$ cat src/rtl/uart_rx_fifo.sv
// Oversampling UART receiver (5..MAX_DATA_W data bits, optional parity, 1/2 stop bits)
// that pushes each frame with its error flags into a small first-word-fall-through FIFO.
module uart_rx_fifo #(
    parameter int PRESCALE_W = 6,
    parameter int MAX_DATA_W = 9,
    parameter int FIFO_DEPTH = 4,
    parameter int FIFO_AW    = 2
) (
    input  logic                  clk,
    input  logic                  rst,
    input  logic                  rx_in,
    input  logic [PRESCALE_W-1:0] prescale,
    input  logic [3:0]            data_bits,
    input  logic                  par_en,
    input  logic                  par_typ,
    input  logic                  stop2,
    input  logic                  rd_en,
    input  logic                  clr_ovr,
    output logic [MAX_DATA_W-1:0] rd_data,
    output logic                  rd_par_err,
    output logic                  rd_stp_err,
    output logic                  fifo_empty,
    output logic                  fifo_full,
    output logic [FIFO_AW:0]      fifo_count,
    output logic                  overrun
);

    // state  | meaning
    // IDLE   | line idle, waiting for a low level
    // START  | start bit; a voted 1 is treated as a glitch
    // DATA   | data bits, LSB first
    // PARITY | parity bit
    // STOP1  | first stop bit
    // STOP2  | second stop bit
    // PUSH   | write the frame into the FIFO
    typedef enum logic [2:0] {
        S_IDLE, S_START, S_DATA, S_PARITY, S_STOP1, S_STOP2, S_PUSH
    } state_t;

    state_t state, state_nxt;

    logic [PRESCALE_W-1:0] edge_cnt;
    logic [PRESCALE_W-1:0] half;
    logic [3:0]            bit_cnt;
    logic [3:0]            last_bit;
    logic                  smp0, smp1, voted, vote_vld;
    logic [MAX_DATA_W-1:0] data_sr;
    logic                  par_err, stp_err;
    logic                  busy, bit_end;

    assign half     = prescale >> 1;
    assign busy     = (state != S_IDLE) && (state != S_PUSH);
    assign bit_end  = busy && (edge_cnt >= prescale - PRESCALE_W'(1));
    assign last_bit = (data_bits > 4'(MAX_DATA_W)) ? 4'(MAX_DATA_W - 1) : data_bits - 4'd1;

    always_ff @(posedge clk) begin
        if (!rst) begin
            edge_cnt <= '0;
            smp0     <= 1'b0;
            smp1     <= 1'b0;
            voted    <= 1'b0;
            vote_vld <= 1'b0;
            bit_cnt  <= '0;
            data_sr  <= '0;
            par_err  <= 1'b0;
            stp_err  <= 1'b0;
        end else begin
            vote_vld <= 1'b0;
            if (!busy || bit_end)
                edge_cnt <= '0;
            else
                edge_cnt <= edge_cnt + PRESCALE_W'(1);

            // Three samples around mid-bit; the vote is usable one cycle later.
            if (busy) begin
                if (edge_cnt == half - PRESCALE_W'(1)) smp0 <= rx_in;
                if (edge_cnt == half) smp1 <= rx_in;
                if (edge_cnt == half + PRESCALE_W'(1)) begin
                    voted    <= (smp0 & smp1) | (smp0 & rx_in) | (smp1 & rx_in);
                    vote_vld <= 1'b1;
                end
            end

            case (state)
                S_IDLE: begin
                    bit_cnt <= '0;
                    data_sr <= '0;
                    par_err <= 1'b0;
                    stp_err <= 1'b0;
                end
                S_DATA: begin
                    if (vote_vld && (bit_cnt < 4'(MAX_DATA_W))) data_sr[bit_cnt] <= voted;
                    if (bit_end) bit_cnt <= bit_cnt + 4'd1;
                end
                S_PARITY: begin
                    if (vote_vld) par_err <= voted ^ par_typ ^ (^data_sr);
                end
                S_STOP1, S_STOP2: begin
                    if (vote_vld && !voted) stp_err <= 1'b1;
                end
                default: ;
            endcase
        end
    end

    always_ff @(posedge clk) begin
        if (!rst) state <= S_IDLE;
        else      state <= state_nxt;
    end

    always_comb begin
        state_nxt = state;
        case (state)
            S_IDLE:   if (!rx_in) state_nxt = S_START;
            S_START: begin
                if (vote_vld && voted) state_nxt = S_IDLE;
                else if (bit_end)      state_nxt = S_DATA;
            end
            S_DATA: begin
                if (bit_end && (bit_cnt >= last_bit))
                    state_nxt = par_en ? S_PARITY : S_STOP1;
            end
            S_PARITY: if (bit_end) state_nxt = S_STOP1;
            S_STOP1: begin
                if (!stop2 && vote_vld)   state_nxt = S_PUSH;
                else if (stop2 && bit_end) state_nxt = S_STOP2;
            end
            S_STOP2:  if (vote_vld) state_nxt = S_PUSH;
            S_PUSH:   state_nxt = S_IDLE;
            default:  state_nxt = S_IDLE;
        endcase
    end

    logic [MAX_DATA_W+1:0] mem [FIFO_DEPTH];
    logic [MAX_DATA_W+1:0] head;
    logic [FIFO_AW-1:0]    wr_ptr, rd_ptr;
    logic [FIFO_AW:0]      count;
    logic                  push_req, pop, full, wr_ok, ovr_evt;

    assign push_req = (state == S_PUSH);
    assign full     = (count == (FIFO_AW+1)'(FIFO_DEPTH));
    assign pop      = rd_en && (count != '0);
    // A pop in the same cycle frees the slot, so a full FIFO can still accept the frame.
    assign wr_ok    = push_req && (!full || pop);
    assign ovr_evt  = push_req && full && !pop;

    always_ff @(posedge clk) begin
        if (wr_ok) mem[wr_ptr] <= {stp_err, par_err, data_sr};
    end

    always_ff @(posedge clk) begin
        if (!rst) begin
            wr_ptr  <= '0;
            rd_ptr  <= '0;
            count   <= '0;
            overrun <= 1'b0;
        end else begin
            if (wr_ok) wr_ptr <= wr_ptr + FIFO_AW'(1);
            if (pop)   rd_ptr <= rd_ptr + FIFO_AW'(1);
            case ({wr_ok, pop})
                2'b10:   count <= count + (FIFO_AW+1)'(1);
                2'b01:   count <= count - (FIFO_AW+1)'(1);
                default: count <= count;
            endcase
            if (ovr_evt)      overrun <= 1'b1;
            else if (clr_ovr) overrun <= 1'b0;
        end
    end

    assign head       = mem[rd_ptr];
    assign fifo_empty = (count == '0);
    assign fifo_full  = full;
    assign fifo_count = count;
    assign rd_data    = fifo_empty ? '0 : head[MAX_DATA_W-1:0];
    assign rd_par_err = fifo_empty ? 1'b0 : head[MAX_DATA_W];
    assign rd_stp_err = fifo_empty ? 1'b0 : head[MAX_DATA_W+1];

endmodule

$ cat config.mk
export PLATFORM = sky130hd
export DESIGN_NAME = uart_rx_fifo
export DESIGN_NICKNAME = d
export VERILOG_FILES = /design/src/rtl/uart_rx_fifo.sv
export SDC_FILE = /design/constraint.sdc
export NUM_CORES = 1
export LEC_CHECK = 0
export CAP_MARGIN = 40
export CELL_PAD_IN_SITES_DETAIL_PLACEMENT = 0
export CELL_PAD_IN_SITES_GLOBAL_PLACEMENT = 1
export CORE_ASPECT_RATIO = 1.5
export CORE_MARGIN = 5
export CORE_UTILIZATION = 45
export DETAILED_ROUTE_END_ITERATION = 8
export GPL_TIMING_DRIVEN = 0
export PLACE_DENSITY_LB_ADDON = 0.2
export SETUP_SLACK_MARGIN = 0.5
export SLEW_MARGIN = 10
export SYNTH_ARGS = -nofsm -noshare
export SYNTH_HDL_FRONTEND = slang
export SYNTH_SLANG_ARGS = --single-unit
$ cat constraint.sdc
create_clock -name clk -period 4.4 [get_ports clk]
set_clock_uncertainty 0.05 [all_clocks]
set_input_delay 1.1 -clock clk [delete_from_list [all_inputs] [get_ports clk]]
set_output_delay 1.1 -clock clk [all_outputs]
set_load 0.02 [all_outputs]
==> results by group <==
Placed design
  – HPWL Detailed: 6740 um
  – Input/output buffers: 32
  – Cells after DPL: ~570
  – Placer congestion estimate: between 0.8 and 0.9

Clock tree
  – Inserted Clock Buffers: 9
  – CTS tree: built
  – CTS clk-pin slew, worst paths: about 0.060 ns
  – Clk_lat worst skew: 0.34 ns
  – Clock sink count: approximately 80
  – CTS H-tree depth: 3
  – # hold bufs at CTS: 0
  – CTS Root Cell: clkbuf_16
  – Longest Clk Path Bufs: 2

Timing
  – RSZ-0062 raised after global routing: false
  – Final setup fails: 0
  – Slew HR: 59.1%
  – Hold Fails Final Rpt: 0
  – Min Tclk post-route: 3.68 ns
  – Period Utilization, post-route: 83.7%
  – Measured slew at the worst slew-check pin: 0.614 ns
  – Post-Route Setup TNS: 0 ns
  – Max Freq: 0.271 GHz
  – Max-slew violations: 0

Critical path
  – Critical Path Source Type: input pin
  – Critical path endpoint category: register
  – Reg2reg end: fifo_count[2]
  – Register-to-register setup slack: 1.66 ns
  – Critical path arrival: ~3.8 ns
  – R2r worst-path depth: 8
  – Max stage delay on crit path: around 0.48 ns
  – Crit Path Class: in2reg
  – FF-to-FF Start: fifo_count[1]
  – Critical-path cell list: clkdlybuf4s50_1 > clkbuf_2 > inv_1 > ha_1 > a21oi_2 > nand2_1 > xor2_1 > ha_1 > nand4_1 > o221ai_4 > mux2_2 > a22oi_1 > nor2_1
  – Worst path slowest cell: clkdlybuf4s50_1
  – Worst EP required: 4.56 ns
  – Crit Path Max Fanout: 7
  – Most frequent cell on the critical path: ha_1

Die
  – DIE AREA: 12100 sq um
  – Core area: 9690 sq um
  – Row Count: 44
  – Die Ht: 132 um
  – Die Wd: 91.3 um
  – Starting density of the core: ~46%
  – IO Pins: 35

Hold path
  – Class of the worst hold path: reg2reg
  – Hold path start: smp1
  – Hold Path End: smp1
  – Cells on Worst Hold Path: 2

Detailed routing
  – DR pass1 iterations: 4
  – Vias/cell: approximately 5.4
  – WL final: 9010 um
  – Post-DRT Antenna Nets: 0
  – # DRC: 0
  – WL/cell: roughly 15 um
  – Drt first-iter violations: about 120
  – Routed via count: 3141

Power
  – Worst VDD drop: 252 uV
  – Leakage: 1.84 nW
  – PwrDens: ~390 nW/um^2

Cells and area
  – Final std cells w/o fill: 582
  – Fillers: 882
  – Most common cell after layout, fill and taps aside: edfxtp_1
  – Most frequent cells in the layout: 44 x edfxtp_1, 38 x dfxtp_1, 35 x nor2_1
  – Area Overhead vs Synth: 17.5%
  – Antenna diodes: 0
  – Share of post-route cells with drive strength above 1: 11.1%
  – Final layout net count: 507

Outcome
  – Status: finished clean

Synth
  – Ys async rst share: 0%
  – Unique masters post-synth: 64
  – Post-synth EDFFs: 44
  – Synthesized instance count: between 400 and 500
  – Sequential area share after synthesis: 46.6%
  – Synth Warn #: 0
  – Post-Syn Area: 4470 sq um
  – Avg Cell Area, Syn: between 10 and 15 sq um
  – Seq cells post-synth: 82
  – Synthesized Nets: 463
  – Main synth FF type: edfxtp_1

Global route
  – Maximum number of pins on one net before global-route repair: 18
  – GRT overflow: 0
  – Total GRT Usage: between 10% and 20%
  – Initial antenna violation count: 0
  – Vias in the first global route: approximately 3300
  – First-pass GRT wire length: 15700 um

Flow run
  – MaxCap Viol Count: 0
[critical path: cells and delay by family]
kind | cells | cell delay [ns]
buffers and inverters | 3 | 0.75
AOI/OAI and AO/OA | 3 | 0.66
adders and majority gates | 2 | 0.51
muxes | 1 | 0.37
and+or+nand+nor | 3 | 0.29
xor gates and xnor gates | 1 | 0.15
[synth_stat cells, types with 5 or more instances]
| library cell | instances | share of area, % |
|---|---|---|
| edfxtp_1 | 44 | 30 |
| dfxtp_1 | 38 | 17 |
| nor2_1 | 35 | 2.9 |
| ha_1 | 26 | 7.3 |
| inv_1 | 25 | 2.1 |
| a21oi_1 | 23 | 2.6 |
| nand2_1 | 23 | 1.9 |
| xnor2_1 | 22 | 4.3 |
| o21ai_0 | 19 | 2.1 |
| and2_1 | 18 | 2.5 |
| clkbuf_1 | 13 | 1.1 |
| nand3_1 | 12 | 1.3 |
| mux4_2 | 11 | 5.5 |
| xor2_1 | 10 | 2.0 |
| a21boi_0 | 8 | 1.3 |
| nor3_1 | 8 | 0.90 |
| mux2i_1 | 6 | 1.3 |
| nand2b_1 | 6 | 0.84 |
| buf_2 | 5 | 0.56 |
[where the power goes]
group / internal, mW / switching [mW] / leakage (nW) / total [mW]
registers: 0.822 / 0.0165 / 0.731 / 0.838
logic: 0.187 / 0.270 / 0.963 / 0.457
clock network: 0.399 / 0.334 / 0.145 / 0.733
total: 1.41 / 0.621 / 1.84 / 2.03
[flip-flops by register name (all words and copies together) (netlist names), named ones only]
signal,count
mem,44
data_sr,9
edge_cnt,6
bit_cnt,4
fifo_count,3
state,3
rd_ptr,2
wr_ptr,2
overrun,1
par_err,1
smp0,1
smp1,1
stp_err,1
vote_vld,1
voted,1
[area by class of cell]
type	count	area [sq um]	area share [%]
clock buffer	9	225	4.29
timing repair buffer	33	328	6.25
clock inverter	7	66.3	1.26
sequential	82	2080	39.7
inverter	26	97.6	1.86
multi-input combinational	289	2200	42.0
tap	115	144	2.74
buffer	21	101	1.93
[stage by stage]
step	total power [mW]	util, %	setup WS, ns	cell area (sq um)	hold WS, ns
after detailed placement	1.31	50.9	0.122	4930	0.438
after global placement	1.31	50.9	0.148	4930	0.432
after CTS	2.04	54.0	0.510	5230	0.454
after floorplan	1.19	-	0.955	4470	0.397
final	2.03	54.1	0.715	5250	0.452
after global routing	2.14	54.1	0.514	5250	0.495
[worst max path at each step]
| stage | start | to | slack (ns) | cells past startpoint |
|---|---|---|---|---|
| finish | prescale[2] | bit_cnt[0] | 0.72 | 13 |
| global route | prescale[2] | bit_cnt[0] | 0.51 | 13 |
| CTS | prescale[2] | bit_cnt[0] | 0.51 | 13 |
| detailed placement | prescale[2] | bit_cnt[0] | 0.12 | 13 |
| global placement | prescale[2] | bit_cnt[0] | 0.15 | 13 |
| floorplan | prescale[2] | bit_cnt[0] | 0.96 | 12 |
[cells by family after synthesis]
group,synth area share (%)
adders and majority gates,7.96
muxes,7.14
AOI/OAI and AO/OA,12.2
DFF,46.6
and+or+nand+nor,15.0
buffers and inverters,4.43
xor gates and xnor gates,6.64
[timing repair]
action / in CTS / in global routing
endpoints found under the setup margin: 2 / 12
pin swaps: 0 / 1
setup buffers: 0 / 1
resized for setup: 1 / 3
gates cloned: 0 / 0
[layer usage]
metal	up-vias	part of all wire [%]	wire [um]	global-route usage [%]
met2	51	54	4910	29.6
met5	-	0	0	0
met3	12	3.0	272	3.71
met4	0	1.9	172	5.79
li1	1590	-	-	-
met1	1488	41	3660	17.5
Note: power is estimated with default switching activity, not from simulation.
